==> src/rtl/rv32i_types.sv <==
`default_nettype none
// ============================================================================
//  Module      : rv32i_types (package)
//  Description : Shared types for the RV32I front end: the fetch packet that
//                travels into the instruction queue, the fetch FSM state
//                encoding, and small helpers used by the fetch unit.
//  Revision    : 1.0 - initial release
// ============================================================================
package rv32i_types;

  // Packet written into the instruction queue; queue WIDTH = $bits(fetch_pkt_t).
  typedef struct packed {
    logic [31:0] pc;
    logic [31:0] inst;
  } fetch_pkt_t;

  typedef enum logic [1:0] {
    IDLE = 2'd0,
    WAIT = 2'd1,
    DROP = 2'd2
  } fetch_state_t;

  localparam logic [3:0]  C_RMASK_WORD = 4'b1111;
  localparam logic [31:0] C_INST_BYTES = 32'd4;

  // Clear the byte offset so every fetch address is word aligned.
  function automatic logic [31:0] align_word(input logic [31:0] addr);
    return {addr[31:2], 2'b00};
  endfunction

endpackage
`default_nettype wire

==> src/rtl/fetch_unit.sv <==
`default_nettype none
// ============================================================================
//  Module      : fetch_unit
//  Description : Front-end fetch stage. Owns the PC, issues one word read at a
//                time to instruction memory and enqueues {pc, inst} packets
//                into the instruction queue. Backend redirects flush the
//                queue and any in-flight response is discarded.
//  Ports       : clk, rst                - clock, synchronous active-high reset
//                imem_addr/imem_rmask    - memory request (rmask=1111 on issue)
//                imem_rdata/imem_resp    - memory response (one-cycle pulse)
//                iq_wdata/iq_enqueue     - packet and strobe to the queue
//                iq_is_full              - queue full flag (current cycle)
//                redirect_valid/_pc      - backend redirect
//                iq_flush                - queue flush, mirrors redirect_valid
//  Revision    : 1.0 - initial release
// ============================================================================
module fetch_unit
  import rv32i_types::*;
#(
  parameter logic [31:0] RESET_PC = 32'h6000_0000
) (
  input  logic        clk,
  input  logic        rst,
  output logic [31:0] imem_addr,
  output logic [3:0]  imem_rmask,
  input  logic [31:0] imem_rdata,
  input  logic        imem_resp,
  output fetch_pkt_t  iq_wdata,
  output logic        iq_enqueue,
  input  logic        iq_is_full,
  input  logic        redirect_valid,
  input  logic [31:0] redirect_pc,
  output logic        iq_flush
);

  fetch_state_t r_state;
  logic [31:0]  r_pc;
  logic         w_issue;
  logic         w_accept;
  logic         w_unused_ok;

  // Issue only from IDLE with queue space; a single outstanding request means
  // the queue can only drain before the response lands, so the enqueue in
  // WAIT always has room.
  always_comb begin
    w_issue  = !rst && (r_state == IDLE) && !redirect_valid && !iq_is_full;
    w_accept = !rst && (r_state == WAIT) && imem_resp && !redirect_valid;
  end

  assign imem_addr   = r_pc;
  assign imem_rmask  = w_issue ? C_RMASK_WORD : 4'b0000;
  assign iq_enqueue  = w_accept;
  assign iq_wdata    = '{pc: r_pc, inst: imem_rdata};
  assign iq_flush    = redirect_valid;
  assign w_unused_ok = ^redirect_pc[1:0];

  always_ff @(posedge clk) begin
    if (rst) begin
      r_pc    <= align_word(RESET_PC);
      r_state <= IDLE;
    end else if (redirect_valid) begin
      r_pc <= align_word(redirect_pc);
      // A response arriving with the redirect is consumed here; otherwise the
      // outstanding one must still be swallowed in DROP. This also covers a
      // redirect in DROP coinciding with the stale response, which would
      // otherwise leave DROP waiting for a response that never comes.
      if (r_state == IDLE) begin
        r_state <= IDLE;
      end else begin
        r_state <= imem_resp ? IDLE : DROP;
      end
    end else begin
      case (r_state)
        IDLE: begin
          if (w_issue) begin
            r_state <= WAIT;
          end
        end
        WAIT: begin
          if (imem_resp) begin
            r_pc    <= r_pc + C_INST_BYTES;
            r_state <= IDLE;
          end
        end
        DROP: begin
          if (imem_resp) begin
            r_state <= IDLE;
          end
        end
        default: r_state <= IDLE;
      endcase
    end
  end

  always_ff @(posedge clk) begin
    if (!rst) begin
      assert (!((r_state == IDLE) && imem_resp));
      assert (!(iq_enqueue && iq_is_full));
    end
  end

endmodule
`default_nettype wire

==> config.mk <==
export PLATFORM = sky130hd
export DESIGN_NAME = fetch_unit
export DESIGN_NICKNAME = d
export VERILOG_FILES = /design/src/rtl/rv32i_types.sv /design/src/rtl/fetch_unit.sv
export SDC_FILE = /design/constraint.sdc
export NUM_CORES = 1
export LEC_CHECK = 0
export ABC_AREA = 1
export CAP_MARGIN = 20
export CORE_MARGIN = 3
export CORE_UTILIZATION = 58
export CTS_CLUSTER_SIZE = 14
export DETAILED_ROUTE_END_ITERATION = 8
export DONT_BUFFER_PORTS = 1
export PLACE_DENSITY = 0.77
export SYNTH_ARGS = -nofsm -noshare
export SYNTH_HDL_FRONTEND = slang
export SYNTH_SLANG_ARGS = --single-unit
==> constraint.sdc <==
create_clock -name clk -period 1.4 [get_ports clk]
set_input_delay 0.21 -clock clk [delete_from_list [all_inputs] [get_ports clk]]
set_output_delay 0.21 -clock clk [all_outputs]
set_load 0.02 [all_outputs]
==> flow_summary.toml, run 1 <==
[status]
status = "finished, violations left"
violations = "setup timing"

[flow_run]
max-cap-violations = 0

[setup_path]
critPathKind = "reg2out"
r2r_cells = 9
crit_path_cell_trace = "inv_2, ha_1, nand2_2, nor2_4, nand2_1, inv_2, buf_6"
cp.depth = 7
r2r_slack_ps = -170
worstPathMaxFanout = 4
end_kind = "primary output"
crit_path_start_kind = "register"
cpPeakStageDelay_ps = 330
worst_ep_required_time_ps = 1190
critPathTopFamily = "flip-flops"
worstPathArrival_ps = 1390
cp_num_buf_inv = 3
cp_common_cell = "inv_2"
critPathSlowestCell = "dfxtp_2"

[floorplanning]
fp.coreArea_um2 = 4530
io_pins = 171
start_util_pct = 62.5
fp.dieArea_um2 = 5760
dieWidth_um = 75.9
die_h_um = 75.9
fp-row-count = 24

[timing]
hold_violations = 0
period_minus_slack_ps = 1600
setup_viol = 22
worst_slew_pin_slew_ps = 971
whs_ps = 60.5
fmax_mhz = 626
finClkSkew_ps = 5.61
grt_setup_unrepaired = "yes"
tns_ps = -2000
min_period_over_period_pct = 114
finalWorstSetupSlack_ps = -196
relSlewSlack_pct = 35.0
maxSlewViolCount = 0

[clocking]
cts_buffers = 5
clock-sinks = 32
cts-root-buf = "clkbuf_8"
clk_latency_ps = 290
htree_levels = 2
clk_pin_slew_ps = 70
clockBufferDepth = 2
cts_tree = "done"

[hold_path]
holdPathStages = 2
worstHoldPathType = "in2reg"

[global_route]
grt_usage_pct = 28.4
grt_max_degree = 32
grt_antenna_before_repair = 0
grt_pass1_wl_um = 13400
grt_pass1_vias = 2850
grt-ovfl-total = 0

[routing]
routedWlPerCell_um = 16.3
ant_nets = 0
num_vias = 2976
viasPerCell = 5.50
first_pass_iters = 5
drt_iter0_drc = 246
drc = 0
drt_wl_total_um = 8830

[synth]
ys_seq_area_share_pct = 22.6
ys_types = 37
ys_ff_latch = 32
netlist_area_um2 = 2830
avgSynthCellArea_um2 = 6.19
syn_inst = 458
ys_warn_count = 0

[power_and_ir_drop]
vdd_drop_max_mv = 0.677
power.internal_mw = 1.66
power.share.combinational_pct = 29.2
p_leak_nw = 1.55
seqPwrFrac_pct = 40.7
p_sw_share_pct = 35.7
clkPwrFrac_pct = 30.1
power_density_nw_per_um2 = 745
switchingPower_mw = 0.922

[cells_and_area]
antenna_cells = 0
drive_above_1_share_pct = 41.8
syn_to_final_growth_pct = 22.3
nets = 547
fin_area_um2 = 3470
final_cells = 541

[placement]
hpwlAfterDp_um = 5950
place.gp.congestion = 0.891
place_inst = 517
post-place-ws_ps = -76.8
placed_cell_area_um2 = 2920
io_buffer_count = 0
## cells in the mapped netlist (all sizes together)
library cell	number	area [µm²]
a21oi	21	109
a221oi	1	8.76
a22o	1	8.76
a22oi	1	7.51
a31oi	8	50.1
a32o	1	10.0
buf	75	552
clkbuf	5	28.8
conb	1	3.75
dfxtp	32	641
dlygate4sd1	1	8.76
ha	3	37.5
inv	50	188
nand2	129	514
nand3	28	140
nand3b	2	18.8
nand4	1	6.26
nor2	58	277
nor3	4	25.0
o21ai	30	150
o221ai	1	8.76
or2	1	6.26
xnor2	1	8.76
xor2	3	26.3
## power by group through the flow
stage | clock (mW) | combinational, mW | sequential, mW
final | 0.776 | 0.754 | 1.05
after CTS | 0.773 | 0.698 | 1.04
after detailed placement | 0 | 0.640 | 1.06
after floorplan | 0 | 0.565 | 1.14
after global placement | 0 | 0.625 | 1.06
after global routing | 0.817 | 0.812 | 1.06
## final cells by class
type / instances / area (µm²)
timing repair buffer: 88 / 713
fill: 335 / 1070
tap: 65 / 81.3
clock buffer: 8 / 90.1
sequential: 32 / 693
inverter: 50 / 190
multi-input combinational: 298 / 1700
## per-layer routing
layer / share of wire (%) / vias to the layer above / global-route usage, %
met5: 0 / - / 0
met2: 49 / 181 / 49.0
met3: 11 / 38 / 7.82
met1: 38 / 1358 / 33.3
met4: 3.1 / 0 / 10.9
li1: - / 1399 / -
## final timing paths
check                       from       endpoint
setup / recovery      r_state[1]     iq_enqueue
hold / removal    redirect_valid   imem_addr[3]
setup reg to reg    imem_addr[4]  imem_addr[12]
hold reg to reg       r_state[1]     r_state[1]
## cell families after synthesis
| group | count (synthesis) | share of synthesized area (%) |
|---|---|---|
| buf+inv | 131 | 27.4 |
| other cells | 1 | 0.132 |
| xor+xnor | 4 | 1.24 |
| fa+ha+maj | 3 | 1.32 |
| compound gates | 64 | 12.5 |
| simple gates | 223 | 34.8 |
| flops | 32 | 22.6 |
## flip-flops by register name (all words and copies together) (netlist names)
register	cells
imem_addr	30
r_state	2
## repair_timing
| action | in CTS | in global routing |
|---|---|---|
| endpoints found under the hold margin | 20 | 0 |
| hold buffers | 1 | 0 |
| cloned | 0 | 0 |
| setup endpoints to repair | 21 | 36 |
| pin swaps | 10 | 32 |
| gates resized for setup | 34 | 80 |
| setup buffers | 11 | 6 |
## cell usage in the layout (no fill, tap or decap), types with 9 or more instances in the layout
cell,instances
nand2_1,108
buf_4,76
inv_1,36
nor2_1,30
nand3_1,26
o21ai_0,18
a21oi_1,17
nand2_2,15
dfxtp_2,15
nor2_4,14
inv_2,13
nor2_2,13
buf_6,10
o21ai_1,9
dfxtp_4,9
## stage by stage
stage	util (%)	total power [mW]
after floorplan	-	1.71
after global placement	64.3	1.68
after detailed placement	64.3	1.70
after CTS	70.4	2.51
after global routing	76.5	2.69
final	76.5	2.58
(Power assumes the default switching activity.)
==> inputs of run 2 (changes only) <==
==> constraint.sdc (replaced) <==
create_clock -name clk -period 1.4 [get_ports clk]
set_input_delay 0.21 -clock clk [delete_from_list [all_inputs] [get_ports clk]]
set_output_delay 0.21 -clock clk [all_outputs]
set_load 0.05 [all_outputs]
==> run 2 against run 1 <==
  * The flow still finishes with violations (setup timing)
  * Sequential cell count unchanged
  * Hold slack worse by 8.0 ps
  * Utilization up 3.5 points
  * Combinational power up 50%
  * Sequential share of layout area down 0.26 points
  * Critical path type unchanged
  * Critical endpoint unchanged
==> flow_summary.toml, run 2 (same netlist as run 1, synthesis figures left out) <==
[status]
status = "finished, violations left"
violations = "setup timing"

[placement]
io_buffer_count = 0
hpwlAfterDp_um = 5990
post-place-ws_ps = -84.6
place.gp.congestion = 0.907

[clocking]
cts_buffers = 5
clk_latency_ps = 300
cts-root-buf = "clkbuf_8"
cts_tree = "done"
clock-sinks = 32
clk_pin_slew_ps = 70
htree_levels = 2
clockBufferDepth = 2

[setup_path]
r2r_slack_ps = -260
critPathTopFamily = "buffers and inverters"
end_kind = "primary output"
critPathKind = "reg2out"
cpPeakStageDelay_ps = 330
r2r_cells = 12
crit_path_start_kind = "register"
crit_path_cell_trace = "inv_2, buf_4, ha_4, nand2_4, nor2_4, nand2_2, clkinvlp_4, buf_12"
critPathSlowestCell = "dfxtp_2"
cp_num_buf_inv = 4
r2r_end = "imem_addr[22]"
r2r_start = "r_state[1]"
worst_ep_required_time_ps = 1190
worstPathMaxFanout = 4
worstPathArrival_ps = 1520

[timing]
maxSlewViolCount = 0
min_period_over_period_pct = 124
finClkSkew_ps = 8.81
finalWorstSetupSlack_ps = -331
period_minus_slack_ps = 1730
hold_violations = 0
fmax_mhz = 578
grt_setup_unrepaired = "yes"
worst_slew_pin_slew_ps = 978
relSlewSlack_pct = 34.6
tns_ps = -6780
setup_viol = 35

[global_route]
grt_antenna_before_repair = 0
grt_pass1_wl_um = 14000
grt_pass1_vias = 3023
grt_max_degree = 32
grt_usage_pct = 29.3
grt-ovfl-total = 0

[cells_and_area]
layout_commonest_cell = "nand2_1"
syn_to_final_growth_pct = 27.9
nets = 552
drive_above_1_share_pct = 43.9
antenna_cells = 0
largest_reg_flops = 30
finish.utilization_pct = 80.0
final_cell_mix = "113 x nand2_1, 74 x buf_4, 36 x nor2_1"

[hold_path]
holdPathEnd = "imem_addr[27]"
holdPathStages = 3
min-delay-start = "rst"
worstHoldPathType = "in2reg"

[floorplanning]
die_h_um = 75.9
dieWidth_um = 75.9
start_util_pct = 62.5
io_pins = 171
fp-row-count = 24
fp.dieArea_um2 = 5760
fp.coreArea_um2 = 4530

[power_and_ir_drop]
power.share.combinational_pct = 38.2
p_leak_nw = 1.57
clkPwrFrac_pct = 26.5
switchingPower_mw = 1.26
p_sw_share_pct = 42.6
total_power_mw = 2.97
seqPwrFrac_pct = 35.4
power_density_nw_per_um2 = 819
power.internal_mw = 1.70
vdd_drop_max_mv = 0.813

[routing]
ant_nets = 0
drt_wl_total_um = 9770
viasPerCell = 5.97
drc = 0
first_pass_iters = 7
drt_iter0_drc = 304
routedWlPerCell_um = 17.9
num_vias = 3259

[flow_run]
max-cap-violations = 0
run 2: what timing repair did:
item,CTS,global route
cloned,0,1
endpoints found under the setup margin,17,37
hold buffers,1,0
pin swaps,10,28
buffers inserted,16,15
endpoints found under the hold margin,20,0
resized for setup,34,64
run 2: routing by layer:
layer / up-vias / routed length [µm] / track usage, %
li1: 1419 / - / -
met1: 1502 / 3370 / 33.4
met2: 238 / 4610 / 50.4
met3: 100 / 1160 / 8.06
met4: 0 / 640 / 14.7
met5: - / 0 / 0
run 2: area by class of cell:
cell class,count,area [µm²]
Clock buffer,8,90.1
Fill cell,271,908
Inverter,50,211
Multi-Input combinational cell,298,1700
Sequential cell,32,716
Tap cell,65,81.3
Timing Repair Buffer,93,823
run 2: worst max-delay path by stage:
stage,from,endpoint,cells after the start
2_1_floorplan,imem_addr[3],imem_addr[30],10
4_1_cts,r_state[1],imem_rmask[1],8
5_1_grt,r_state[0],imem_rmask[1],8
6_report,r_state[1],iq_enqueue,8
3_5_place_dp,r_state[0],imem_rmask[1],8
3_3_place_gp,r_state[0],imem_rmask[1],8
run 2: tightest hold or removal path, cell delays in order:
cell and delay [ps]:
nor2_1 20, nand2_1 50, inv_1 30
run 2: power by group through the flow:
stage | combinational (mW) | sequential, mW | clock, mW
finish | 1.13 | 1.05 | 0.785
global route | 1.19 | 1.06 | 0.835
CTS | 1.01 | 1.04 | 0.778
detailed placement | 0.921 | 1.06 | 0
global placement | 0.902 | 1.06 | 0
floorplan | 0.853 | 1.27 | 0
run 2: metrics by stage:
| stage | hold WS, ps | area (µm²) | std cells |
|---|---|---|---|
| 2_1_floorplan | 351 | 2980 | 461 |
| 3_3_place_gp | 269 | 2960 | 506 |
| 3_5_place_dp | 272 | 2960 | 506 |
| 4_1_cts | 53.9 | 3300 | 531 |
| 5_1_grt | 61.9 | 3630 | 546 |
| 6_report | 52.6 | 3630 | 546 |
